[config.mk]
export PLATFORM = sky130hd
export DESIGN_NAME = axil_rd_timeout_flat
export DESIGN_NICKNAME = d
export VERILOG_FILES = /design/src/rtl/axil_rd_timeout_if.sv /design/src/rtl/axil_rd_timeout.sv /design/src/flat_wrapper.sv
export SDC_FILE = /design/constraint.sdc
export NUM_CORES = 1
export LEC_CHECK = 0
export ABC_AREA = 1
export CORE_ASPECT_RATIO = 0.8
export CORE_MARGIN = 2
export CORE_UTILIZATION = 43
export CTS_CLUSTER_DIAMETER = 80
export DETAILED_ROUTE_END_ITERATION = 6
export PLACE_DENSITY = 0.87
export SYNTH_ARGS = -nofsm -noshare
export SYNTH_HDL_FRONTEND = slang
export SYNTH_SLANG_ARGS = --single-unit
[constraint.sdc]
create_clock -name clk -period 3 [get_ports clk]
set_input_delay 0.75 -clock clk [delete_from_list [all_inputs] [get_ports clk]]
set_output_delay 0.75 -clock clk [all_outputs]
set_load 0.03 [all_outputs]
[src/rtl/axil_rd_timeout_if.sv]
// AXI4-Lite read channels (AR + R) bundled for one side of the read timeout guard.
interface axil_rd_timeout_if #(
  parameter int ADDR_WIDTH = 32,
  parameter int DATA_WIDTH = 32
);
  logic [ADDR_WIDTH-1:0] araddr;
  logic [2:0]            arprot;
  logic                  arvalid;
  logic                  arready;
  logic [DATA_WIDTH-1:0] rdata;
  logic [1:0]            rresp;
  logic                  rvalid;
  logic                  rready;

  modport master (
    output araddr, arprot, arvalid, rready,
    input  arready, rdata, rresp, rvalid
  );

  modport slave (
    input  araddr, arprot, arvalid, rready,
    output arready, rdata, rresp, rvalid
  );
endinterface

[src/rtl/axil_rd_timeout.sv]
// AXI4-Lite read pass-through with a per-transaction cycle budget; on expiry it answers
// upstream with SLVERR and quietly drains the late downstream beat.
module axil_rd_timeout #(
  parameter int                    ADDR_WIDTH = 32,
  parameter int                    DATA_WIDTH = 32,
  parameter int                    TIMEOUT    = 16,
  parameter logic [DATA_WIDTH-1:0] ERR_DATA   = {DATA_WIDTH{1'b1}}
) (
  input  logic              clk,
  input  logic              rst_n,
  axil_rd_timeout_if.slave  s_axil,
  axil_rd_timeout_if.master m_axil,
  output logic              timeout_flag,
  input  logic              timeout_clr
);

  localparam int            CW      = $clog2(TIMEOUT);
  localparam logic [CW-1:0] CNT_MAX = CW'(TIMEOUT - 1);

  localparam logic [2:0] ST_IDLE  = 3'd0;
  localparam logic [2:0] ST_ADDR  = 3'd1;
  localparam logic [2:0] ST_DATA  = 3'd2;
  localparam logic [2:0] ST_RESP  = 3'd3;
  localparam logic [2:0] ST_DRAIN = 3'd4;

  localparam logic [1:0] RESP_SLVERR = 2'b10;

  logic [2:0]            state_q, state_d;
  logic [CW-1:0]         cnt_q, cnt_d;
  logic [CW-1:0]         cnt_inc_s;
  logic                  s_arready_q, s_arready_d;
  logic                  s_rvalid_q, s_rvalid_d;
  logic                  m_arvalid_q, m_arvalid_d;
  logic                  m_rready_q, m_rready_d;
  logic                  flag_q, flag_d;
  logic                  timeout_s;
  logic [ADDR_WIDTH-1:0] araddr_q, araddr_d;
  logic [2:0]            arprot_q, arprot_d;
  logic [DATA_WIDTH-1:0] rdata_q, rdata_d;
  logic [1:0]            rresp_q, rresp_d;

  assign cnt_inc_s = (cnt_q == CNT_MAX) ? cnt_q : cnt_q + CW'(1);

  // Next-state, handshake and budget logic.
  always_comb begin
    state_d     = state_q;
    cnt_d       = cnt_q;
    s_arready_d = s_arready_q;
    s_rvalid_d  = s_rvalid_q;
    m_arvalid_d = m_arvalid_q;
    m_rready_d  = m_rready_q;
    araddr_d    = araddr_q;
    arprot_d    = arprot_q;
    rdata_d     = rdata_q;
    rresp_d     = rresp_q;
    timeout_s   = 1'b0;

    case (state_q)
      ST_IDLE: begin
        if (s_arready_q && s_axil.arvalid) begin
          araddr_d    = s_axil.araddr;
          arprot_d    = s_axil.arprot;
          s_arready_d = 1'b0;
          m_arvalid_d = 1'b1;
          cnt_d       = '0;
          state_d     = ST_ADDR;
        end else begin
          s_arready_d = 1'b1;
        end
      end
      ST_ADDR: begin
        if (m_arvalid_q && m_axil.arready) begin
          m_arvalid_d = 1'b0;
          m_rready_d  = 1'b1;
          cnt_d       = cnt_inc_s;
          state_d     = ST_DATA;
        end else if (cnt_q == CNT_MAX) begin
          // arvalid stays up: an issued address may not be retracted
          timeout_s   = 1'b1;
          s_rvalid_d  = 1'b1;
          rdata_d     = ERR_DATA;
          rresp_d     = RESP_SLVERR;
          state_d     = ST_DRAIN;
        end else begin
          cnt_d       = cnt_inc_s;
        end
      end
      ST_DATA: begin
        if (m_rready_q && m_axil.rvalid) begin
          rdata_d     = m_axil.rdata;
          rresp_d     = m_axil.rresp;
          m_rready_d  = 1'b0;
          s_rvalid_d  = 1'b1;
          state_d     = ST_RESP;
        end else if (cnt_q == CNT_MAX) begin
          timeout_s   = 1'b1;
          s_rvalid_d  = 1'b1;
          rdata_d     = ERR_DATA;
          rresp_d     = RESP_SLVERR;
          state_d     = ST_DRAIN;
        end else begin
          cnt_d       = cnt_inc_s;
        end
      end
      ST_RESP: begin
        if (s_rvalid_q && s_axil.rready) begin
          s_rvalid_d  = 1'b0;
          s_arready_d = 1'b1;
          state_d     = ST_IDLE;
        end else begin
          s_rvalid_d  = 1'b1;
        end
      end
      ST_DRAIN: begin
        // Pending address first, then swallow the late beat; upstream completes independently.
        if (m_arvalid_q && m_axil.arready) begin
          m_arvalid_d = 1'b0;
          m_rready_d  = 1'b1;
        end else if (m_rready_q && m_axil.rvalid) begin
          m_rready_d  = 1'b0;
        end else begin
          m_rready_d  = m_rready_q;
        end
        if (s_rvalid_q && s_axil.rready) begin
          s_rvalid_d  = 1'b0;
        end else begin
          s_rvalid_d  = s_rvalid_q;
        end
        if (!m_arvalid_d && !m_rready_d && !s_rvalid_d) begin
          s_arready_d = 1'b1;
          state_d     = ST_IDLE;
        end else begin
          state_d     = ST_DRAIN;
        end
      end
      default: begin
        state_d     = ST_IDLE;
        s_arready_d = 1'b0;
        s_rvalid_d  = 1'b0;
        m_arvalid_d = 1'b0;
        m_rready_d  = 1'b0;
      end
    endcase

    if (timeout_s) begin
      flag_d = 1'b1;
    end else if (timeout_clr) begin
      flag_d = 1'b0;
    end else begin
      flag_d = flag_q;
    end
  end

  // Control state with asynchronous reset.
  always_ff @(posedge clk or negedge rst_n) begin
    if (!rst_n) begin
      state_q     <= ST_IDLE;
      cnt_q       <= '0;
      s_arready_q <= 1'b0;
      s_rvalid_q  <= 1'b0;
      m_arvalid_q <= 1'b0;
      m_rready_q  <= 1'b0;
      flag_q      <= 1'b0;
    end else begin
      state_q     <= state_d;
      cnt_q       <= cnt_d;
      s_arready_q <= s_arready_d;
      s_rvalid_q  <= s_rvalid_d;
      m_arvalid_q <= m_arvalid_d;
      m_rready_q  <= m_rready_d;
      flag_q      <= flag_d;
    end
  end

  // Address and data payload registers; only meaningful while the matching valid is set.
  always_ff @(posedge clk) begin
    araddr_q <= araddr_d;
    arprot_q <= arprot_d;
    rdata_q  <= rdata_d;
    rresp_q  <= rresp_d;
  end

  assign s_axil.arready = s_arready_q;
  assign s_axil.rvalid  = s_rvalid_q;
  assign s_axil.rdata   = rdata_q;
  assign s_axil.rresp   = rresp_q;
  assign m_axil.araddr  = araddr_q;
  assign m_axil.arprot  = arprot_q;
  assign m_axil.arvalid = m_arvalid_q;
  assign m_axil.rready  = m_rready_q;
  assign timeout_flag   = flag_q;

endmodule

[src/flat_wrapper.sv]
// flat-port wrapper written by rule: the top's interface ports become plain ports
module axil_rd_timeout_flat 
#(
  parameter int                    ADDR_WIDTH = 32,
  parameter int                    DATA_WIDTH = 32,
  parameter int                    TIMEOUT    = 16,
  parameter logic [DATA_WIDTH-1:0] ERR_DATA   = {DATA_WIDTH{1'b1}}
)
  (clk, rst_n, timeout_flag, timeout_clr, s_axil_araddr, s_axil_arprot, s_axil_arvalid, s_axil_rready, s_axil_arready, s_axil_rdata, s_axil_rresp, s_axil_rvalid, m_axil_araddr, m_axil_arprot, m_axil_arvalid, m_axil_rready, m_axil_arready, m_axil_rdata, m_axil_rresp, m_axil_rvalid);
  axil_rd_timeout_if #(.ADDR_WIDTH(ADDR_WIDTH), .DATA_WIDTH(DATA_WIDTH)) s_axil_i ();
  axil_rd_timeout_if #(.ADDR_WIDTH(ADDR_WIDTH), .DATA_WIDTH(DATA_WIDTH)) m_axil_i ();
  input  logic clk;
  input  logic rst_n;
  output logic timeout_flag;
  input  logic timeout_clr;
  input wire logic [$bits(s_axil_i.araddr)-1:0] s_axil_araddr;
  input wire logic [$bits(s_axil_i.arprot)-1:0] s_axil_arprot;
  input wire logic [$bits(s_axil_i.arvalid)-1:0] s_axil_arvalid;
  input wire logic [$bits(s_axil_i.rready)-1:0] s_axil_rready;
  output wire logic [$bits(s_axil_i.arready)-1:0] s_axil_arready;
  output wire logic [$bits(s_axil_i.rdata)-1:0] s_axil_rdata;
  output wire logic [$bits(s_axil_i.rresp)-1:0] s_axil_rresp;
  output wire logic [$bits(s_axil_i.rvalid)-1:0] s_axil_rvalid;
  output wire logic [$bits(m_axil_i.araddr)-1:0] m_axil_araddr;
  output wire logic [$bits(m_axil_i.arprot)-1:0] m_axil_arprot;
  output wire logic [$bits(m_axil_i.arvalid)-1:0] m_axil_arvalid;
  output wire logic [$bits(m_axil_i.rready)-1:0] m_axil_rready;
  input wire logic [$bits(m_axil_i.arready)-1:0] m_axil_arready;
  input wire logic [$bits(m_axil_i.rdata)-1:0] m_axil_rdata;
  input wire logic [$bits(m_axil_i.rresp)-1:0] m_axil_rresp;
  input wire logic [$bits(m_axil_i.rvalid)-1:0] m_axil_rvalid;
  assign s_axil_i.araddr = s_axil_araddr;
  assign s_axil_i.arprot = s_axil_arprot;
  assign s_axil_i.arvalid = s_axil_arvalid;
  assign s_axil_i.rready = s_axil_rready;
  assign s_axil_arready = s_axil_i.arready;
  assign s_axil_rdata = s_axil_i.rdata;
  assign s_axil_rresp = s_axil_i.rresp;
  assign s_axil_rvalid = s_axil_i.rvalid;
  assign m_axil_araddr = m_axil_i.araddr;
  assign m_axil_arprot = m_axil_i.arprot;
  assign m_axil_arvalid = m_axil_i.arvalid;
  assign m_axil_rready = m_axil_i.rready;
  assign m_axil_i.arready = m_axil_arready;
  assign m_axil_i.rdata = m_axil_rdata;
  assign m_axil_i.rresp = m_axil_rresp;
  assign m_axil_i.rvalid = m_axil_rvalid;
  axil_rd_timeout #(.ADDR_WIDTH(ADDR_WIDTH), .DATA_WIDTH(DATA_WIDTH), .TIMEOUT(TIMEOUT), .ERR_DATA(ERR_DATA)) u_core (.clk(clk), .rst_n(rst_n), .s_axil(s_axil_i), .m_axil(m_axil_i), .timeout_flag(timeout_flag), .timeout_clr(timeout_clr));
endmodule
==> results of run 1 <==
Yosys cell counts:
library cell | number | area [um2]
sky130_fd_sc_hd__edfxtp_1 | 69 | 2070
sky130_fd_sc_hd__nand2_1 | 52 | 195
sky130_fd_sc_hd__inv_1 | 51 | 191
sky130_fd_sc_hd__o21ai_0 | 35 | 175
sky130_fd_sc_hd__nand3b_1 | 33 | 248
sky130_fd_sc_hd__nand3_1 | 15 | 75.1
sky130_fd_sc_hd__dfrtp_1 | 12 | 300
sky130_fd_sc_hd__nor2_1 | 11 | 41.3
sky130_fd_sc_hd__o21ai_1 | 6 | 30.0
sky130_fd_sc_hd__buf_6 | 5 | 56.3
sky130_fd_sc_hd__a21oi_1 | 3 | 15.0
sky130_fd_sc_hd__buf_2 | 2 | 10.0
sky130_fd_sc_hd__clkbuf_1 | 2 | 7.51
sky130_fd_sc_hd__clkbuf_2 | 2 | 10.0
sky130_fd_sc_hd__inv_2 | 2 | 7.51
sky130_fd_sc_hd__nand3_4 | 2 | 35.0
sky130_fd_sc_hd__nor2_2 | 2 | 12.5
sky130_fd_sc_hd__or2_2 | 2 | 12.5
sky130_fd_sc_hd__ha_1 | 1 | 12.5
sky130_fd_sc_hd__nand3_2 | 1 | 10.0
sky130_fd_sc_hd__nand4_1 | 1 | 6.26
sky130_fd_sc_hd__nor2_4 | 1 | 11.3
sky130_fd_sc_hd__o2111ai_1 | 1 | 8.76
sky130_fd_sc_hd__o211ai_1 | 1 | 7.51
sky130_fd_sc_hd__o21bai_1 | 1 | 7.51
layout by cell type (no fill, tap or decap), drive strengths merged, types with 3 or more instances in the layout:
cell and instances:
nand2 52, o21ai 41, nor2 14, nand3b 33, nand3 18, a21oi 3, clkdlybuf4s50 149, buf 4
edfxtp 69, dfrtp 12, inv 57, clkbuf 9
sequential cells by signal (all words and copies together), names as in the netlist:
name / cells
u_core.cnt_q: 4
u_core.m_axil.araddr: 32
u_core.m_axil.arprot: 3
u_core.m_axil.arvalid: 1
u_core.m_axil.rready: 1
u_core.s_axil.arready: 1
u_core.s_axil.rdata: 32
u_core.s_axil.rresp: 2
u_core.s_axil.rvalid: 1
u_core.state_q: 3
u_core.timeout_flag: 1
layout make-up:
cell class	count	area (um2)
fill	598	2660
sequential	81	2370
clock inverter	7	60.1
inverter	53	199
timing repair buffer	153	1520
clock buffer	9	124
tap	108	135
multi-input combinational	168	911
worst max-delay path, stage by stage:
cell	delay (ns)
sky130_fd_sc_hd__clkdlybuf4s50_1	0.48
sky130_fd_sc_hd__nand2_1	0.08
sky130_fd_sc_hd__inv_1	0.11
sky130_fd_sc_hd__nand3_4	0.51
sky130_fd_sc_hd__o21ai_0	0.40
sky130_fd_sc_hd__inv_1	0.07
report_power, final:
| group | internal, uW | total, uW | leakage (uW) | switching, uW |
|---|---|---|---|---|
| Clock | 317 | 752 | 0.0000917 | 435 |
| Combinational | 988 | 2510 | 0.00128 | 1520 |
| Sequential | 1770 | 1970 | 0.000797 | 202 |
kinds of logic (layout without fill, tap and decap cells):
kind of cell | count (synthesis) | in the layout | synth area share
simple gates | 120 | 120 | 0.182
flops | 81 | 81 | 0.667
buf+inv | 64 | 222 | 0.0795
compound gates | 47 | 47 | 0.0686
fa+ha+maj | 1 | 1 | 0.00352
path summary, 6_finish.rpt:
| kind | startpoint | to | slack [ns] | depth (start not counted) |
|---|---|---|---|---|
| min in group asynchronous | rst_n | u_core.s_axil.arready$_DFFE_PN0P_ | 0.78 | 1 |
| worst max-delay path | m_axil_rvalid | u_core.s_axil.rdata[4]$_DFFE_PP_ | 0.66 | 6 |
| worst min register to register | u_core.s_axil.arready$_DFFE_PN0P_ | u_core.s_axil.arready$_DFFE_PN0P_ | 0.53 | 2 |
| worst min-delay path | u_core.s_axil.arready$_DFFE_PN0P_ | u_core.s_axil.arready$_DFFE_PN0P_ | 0.53 | 2 |
| max in group asynchronous | rst_n | u_core.cnt_q[2]$_DFFE_PN0P_ | 1.83 | 1 |
| worst max register to register | u_core.state_q[1]$_DFFE_PN0P_ | u_core.s_axil.rdata[4]$_DFFE_PP_ | 1.09 | 5 |
per-stage QoR:
step / hold WS [ns] / instance area (um2) / std cells / power, uW / util
3_3_place_gp: 0.496 / 5140 / 563 / 4400 / 0.644
2_1_floorplan: 0.454 / 3560 / 313 / 3540 / -
3_5_place_dp: 0.509 / 5140 / 563 / 4500 / 0.644
5_1_grt: 0.577 / 5320 / 579 / 5560 / 0.667
4_1_cts: 0.532 / 5320 / 579 / 5260 / 0.667
6_report: 0.530 / 5320 / 579 / 5230 / 0.667
routing by layer:
layer  global-route usage  vias to the layer above  part of all wire
met5                    0                        -                 0
met4               0.0502                        0             0.011
met3                0.102                        8              0.11
met2                0.344                      127              0.49
met1                0.242                     1350              0.38
li1                     -                     1366                 -
==> insert_results.sql, run 1 <==
INSERT INTO impl_metrics (metric_group, metric, value, unit) VALUES
('cts', 'tritoncts_clock_tree', 'built', ''),
('cts', 'cts-root-buf', 'sky130_fd_sc_hd__clkbuf_8', ''),
('route', 'initialDrtViolationCount', '222', ''),
('global_route', 'grt_first_pass_wirelength', '14300', 'um'),
('synthesis', 'synth_cell_types', '25', ''),
('sta', 'final-hold-violation-count', '0', ''),
('sta', 'worst_slew_pin_slew', '0.690', 'ns'),
('synthesis', 'syn_area_per_cell', '11.4', 'um2'),
('cts', 'worst_setup_hold_path_clk_slew', '0.09', 'ns'),
('setup_path', 'timing.setup.critical_path_class', 'in -> reg', ''),
('global_route', 'antenna_found_initial', '0', ''),
('cts', 'ctsResizeCount', '0', ''),
('setup_path', 'crit_arrival', '2.44', 'ns'),
('cts', 'tritoncts.num_buffers', '9', ''),
('sta', 'fin_worst_skew', '0.00954', 'ns'),
('die', 'area_of_the_core_region', '0.00798', 'mm2'),
('synthesis', 'yosysSeqAreaShare', '0.667', ''),
('placement', 'dp_worst_setup_slack', '0.308', 'ns'),
('route', 'remaining_drc_errors', '0', ''),
('sta', 'fin_setup_tns', '0', 'ns'),
('synthesis', 'synth_nets', '390', ''),
('global_route', 'grt_use_total', '0.207', ''),
('finish', 'layout-drive-gt1-share', '0.0637', ''),
('sta', 'final.setup.worst_slack', '0.660', 'ns'),
('cts', 'worst_skew_pair.late_latency', '0.35', 'ns'),
('power', 'pwr_cell_area', '982', 'mW/mm2'),
('run_status', 'outcome', 'completed', ''),
('cts', 'clkSinkCount', '81', ''),
('sta', 'fmax', '0.427', 'GHz'),
('sta', 'slew_headroom', '0.540', ''),
('power', 'worst_ir_drop_vdd', '0.509', 'mV'),
('worst_hold_path', 'min_path_type', 'reg -> reg', ''),
('die', 'core.rowCount', '29', ''),
('finish', 'area_delta_synth_final', '49.6', '%'),
('die', 'start_util', '0.446', ''),
('setup_path', 'timing.critical_path.to_type', 'flip-flop', ''),
('route', 'routed_wirelength', '9180', 'um'),
('die', 'floorplan.io_pins', '150', ''),
('power', 'leakage', '0.00217', 'uW'),
('cts', 'clock_tree.htree_level_count', '3', ''),
('placement', 'dpl.hpwl', '6600', 'um'),
('route', 'via_per_inst', '4.92', ''),
('synthesis', 'ys_warn_count', '0', ''),
('cts', 'max-clock-path-buffers', '2', ''),
('sta', 'finalMaxSlewViolations', '0', ''),
('route', 'avg_wl_per_cell', '15.9', 'um'),
('global_route', 'grt_max_degree', '73', ''),
('route', 'vias', '2851', ''),
('synthesis', 'synthCells', '313', ''),
('die', 'die_x', '106', 'um'),
('route', 'drt.antenna.violating_nets', '0', ''),
('sta', 'final_period_minus_worst_setup_slack', '2.34', 'ns'),
('setup_path', 'worst_ep_required_time', '3.10', 'ns'),
('global_route', 'first_global_vias', '2831', ''),
('global_route', 'grt-ovfl-total', '0', ''),
('flow_run', 'max_cap_violations', '0', ''),
('placement', 'buffer_ports.inserted', '149', ''),
('placement', 'globalplace.congestion', '0.895', ''),
('die', 'die_h', '85.4', 'um'),
('synthesis', 'post_synthesis_register_bit_count', '81', ''),
('sta', 'unrepaired_setup_endpoints_after_global_routing', 'no', ''),
('setup_path', 'worst_setup_path_start_kind', 'input pin', ''),
('finish', 'layout.nets', '543', ''),
('sta', 'setup-violations-final', '0', ''),
('die', 'fp.dieArea', '0.00902', 'mm2'),
('sta', 'finalCritPeriodShare', '0.780', ''),
('finish', 'n_antenna_cell', '0', ''),
('cts', 'cts_hold_buf', '0', ''),
('cts', 'post_cts_setup_inserts', '0', ''),
('setup_path', 'crit_path_max_fanout', '72', ''),
('route', 'drt_first_pass_iters', '4', ''),
('synthesis', 'post_synth_instance_area', '0.00356', 'mm2');
Power figures use the tool's default switching activity.
==> run 2, diff against run 1 <==
==> constraint.sdc (replaced) <==
create_clock -name clk -period 2.2 [get_ports clk]
set_input_delay 0.55 -clock clk [delete_from_list [all_inputs] [get_ports clk]]
set_output_delay 0.55 -clock clk [all_outputs]
set_load 0.03 [all_outputs]
==> insert_results.sql, run 2 (synthesis results as in run 1) <==
INSERT INTO impl_metrics (metric_group, metric, value, unit) VALUES
('run_status', 'outcome', 'completed', ''),
('setup_path', 'crit_path_max_fanout', '5', ''),
('die', 'start_util', '0.446', ''),
('flow_run', 'max_cap_violations', '0', ''),
('setup_path', 'timing.critical_path.to_type', 'output port', ''),
('sta', 'finalCritPeriodShare', '0.905', ''),
('setup_path', 'critical_path.n_buffers_inverters', '1', ''),
('setup_path', 'critical_path.cell_chain', 'clkdlybuf4s50_1', ''),
('cts', 'tritoncts.num_buffers', '9', ''),
('finish', 'layout.nets', '544', ''),
('finish', 'layout.cell_area.non_filler', '0.00539', 'mm2'),
('route', 'met3_wirelength', '1030', 'um'),
('sta', 'slew_headroom', '0.609', ''),
('route', 'vias', '2838', ''),
('route', 'routed_wirelength', '9140', 'um'),
('placement', 'globalplace.congestion', '0.921', ''),
('cts', 'post_cts_setup_inserts', '0', ''),
('route', 'initialDrtViolationCount', '174', ''),
('global_route', 'grt_max_degree', '72', ''),
('finish', 'area_delta_synth_final', '51.4', '%'),
('finish', 'multi_input_area', '911', 'um2'),
('power', 'post-layout-total-power', '7250', 'uW'),
('sta', 'final_period_minus_worst_setup_slack', '1.99', 'ns'),
('power', 'leakage', '0.00220', 'uW'),
('die', 'die_x', '106', 'um'),
('sta', 'final-hold-violation-count', '0', ''),
('route', 'remaining_drc_errors', '0', ''),
('cts', 'clkSinkCount', '81', ''),
('route', 'via_per_inst', '4.89', ''),
('sta', 'setup-violations-final', '0', ''),
('cts', 'cts-root-buf', 'sky130_fd_sc_hd__clkbuf_8', ''),
('route', 'avg_wl_per_cell', '15.8', 'um'),
('power', 'worst_ir_drop_vdd', '0.731', 'mV'),
('die', 'fp.dieArea', '0.00902', 'mm2'),
('die', 'die_h', '85.4', 'um'),
('sta', 'fmax', '0.502', 'GHz'),
('route', 'drt.antenna.violating_nets', '0', ''),
('placement', 'dpl.hpwl', '6670', 'um'),
('placement', 'placedInstanceArea', '0.00520', 'mm2'),
('die', 'area_of_the_core_region', '0.00798', 'mm2'),
('sta', 'worst_slew_pin_slew', '0.584', 'ns'),
('cts', 'tritoncts_clock_tree', 'built', ''),
('cts', 'clock_tree.htree_level_count', '3', ''),
('global_route', 'antenna_found_initial', '0', ''),
('setup_path', 'crit_slowest_cell', 'sky130_fd_sc_hd__clkdlybuf4s50_1', ''),
('route', 'wl_met2', '4540', 'um'),
('cts', 'ctsResizeCount', '0', ''),
('sta', 'unrepaired_setup_endpoints_after_global_routing', 'no', ''),
('global_route', 'grt_first_pass_wirelength', '14400', 'um'),
('power', 'pwr_cell_area', '1350', 'mW/mm2'),
('setup_path', 'peak_per_stage_delay_on_the_critical_path', '0.69', 'ns'),
('finish', 'register_area', '0.00237', 'mm2'),
('die', 'floorplan.io_pins', '150', ''),
('finish', 'layout-drive-gt1-share', '0.0636', ''),
('global_route', 'grt-ovfl-total', '0', ''),
('route', 'met1Wirelength', '3450', 'um'),
('sta', 'fin_setup_tns', '0', 'ns'),
('global_route', 'grt_use_total', '0.209', ''),
('setup_path', 'crit_arrival', '1.44', 'ns'),
('cts', 'worst_skew_pair.late_latency', '0.35', 'ns'),
('setup_path', 'worst_ep_required_time', '1.65', 'ns'),
('finish', 'nFillCells', '586', ''),
('global_route', 'first_global_vias', '3004', ''),
('route', 'top_layer_in_use', 'met4', ''),
('cts', 'worst_setup_hold_path_clk_slew', '0.08', 'ns'),
('cts', 'max-clock-path-buffers', '2', ''),
('die', 'core.rowCount', '29', ''),
('placement', 'buffer_ports.inserted', '149', ''),
('finish', 'final_cell_mix', 'sky130_fd_sc_hd__clkdlybuf4s50_1, sky130_fd_sc_hd__edfxtp_1, sky130_fd_sc_hd__nand2_1', ''),
('finish', 'n_antenna_cell', '0', ''),
('route', 'drt_first_pass_iters', '4', ''),
('setup_path', 'timing.setup.critical_path_class', 'reg -> out', ''),
('finish', 'layout_commonest_cell', 'sky130_fd_sc_hd__clkdlybuf4s50_1', ''),
('setup_path', 'critPathTopFamily', 'buffers and inverters', ''),
('sta', 'finalMaxSlewViolations', '0', ''),
('setup_path', 'worst_setup_path_start_kind', 'flip-flop', ''),
('worst_hold_path', 'min_path_type', 'reg -> reg', ''),
('finish', 'postLayoutCoreUtil', '0.675', ''),
('cts', 'cts_hold_buf', '0', ''),
('sta', 'fin_worst_skew', '0.00627', 'ns');
==> run 2: changes by cell type in the layout (fill, tap and decap cells not counted), sizes merged <==
| cell | delta |
|---|---|
| inv | -2 |
| clkbuf | +1 |
| bufinv | +1 |
| clkinvlp | -1 |
| clkinv | +1 |
| buf | +1 |
==> run 2: worst paths after layout <==
path                                                   start  depth (start not counted)                           endpoint  slack, ns
max                         u_core.m_axil.rready$_DFFE_PN0P_                          1                      m_axil_rready       0.21
min                        u_core.s_axil.arready$_DFFE_PN0P_                          2  u_core.s_axil.arready$_DFFE_PN0P_       0.52
max reg2reg                      u_core.cnt_q[0]$_DFFE_PN0P_                          9        u_core.cnt_q[0]$_DFFE_PN0P_       0.50
min reg2reg                u_core.s_axil.arready$_DFFE_PN0P_                          2  u_core.s_axil.arready$_DFFE_PN0P_       0.52
max in group asynchronous                              rst_n                          1        u_core.cnt_q[2]$_DFFE_PN0P_       1.25
min in group asynchronous                              rst_n                          1    u_core.timeout_flag$_DFFE_PN0P_       0.57
==> run 2: stage by stage <==
step	hold WS [ns]	cells	setup WS, ns
after floorplan	0.254	313	0.128
after global placement	0.488	564	0.216
after detailed placement	0.497	564	0.103
after CTS	0.528	580	0.186
after global routing	0.571	580	0.148
final	0.523	580	0.209
==> run 2: routing by layer <==
metal	global-route usage	vias up
li1	-	1370
met3	0.0975	10
met5	0	-
met1	0.229	1321
met4	0.0718	0
met2	0.359	137
==> run 2: final cells by class <==
| class | instances | area share |
|---|---|---|
| well taps | 108 | 0.0251 |
| flip-flops and latches | 81 | 0.440 |
| clock inverters | 6 | 0.0121 |
| multi-input cells | 168 | 0.169 |
| repair buffers | 154 | 0.293 |
| clock buffers | 10 | 0.0237 |
| inverters | 53 | 0.0369 |
==> run 2: where the power goes <==
part	total (uW)	internal (uW)	switching [uW]
logic	3520	1410	2110
clock network	1070	529	540
registers	2670	2400	265
total	7250	4340	2910
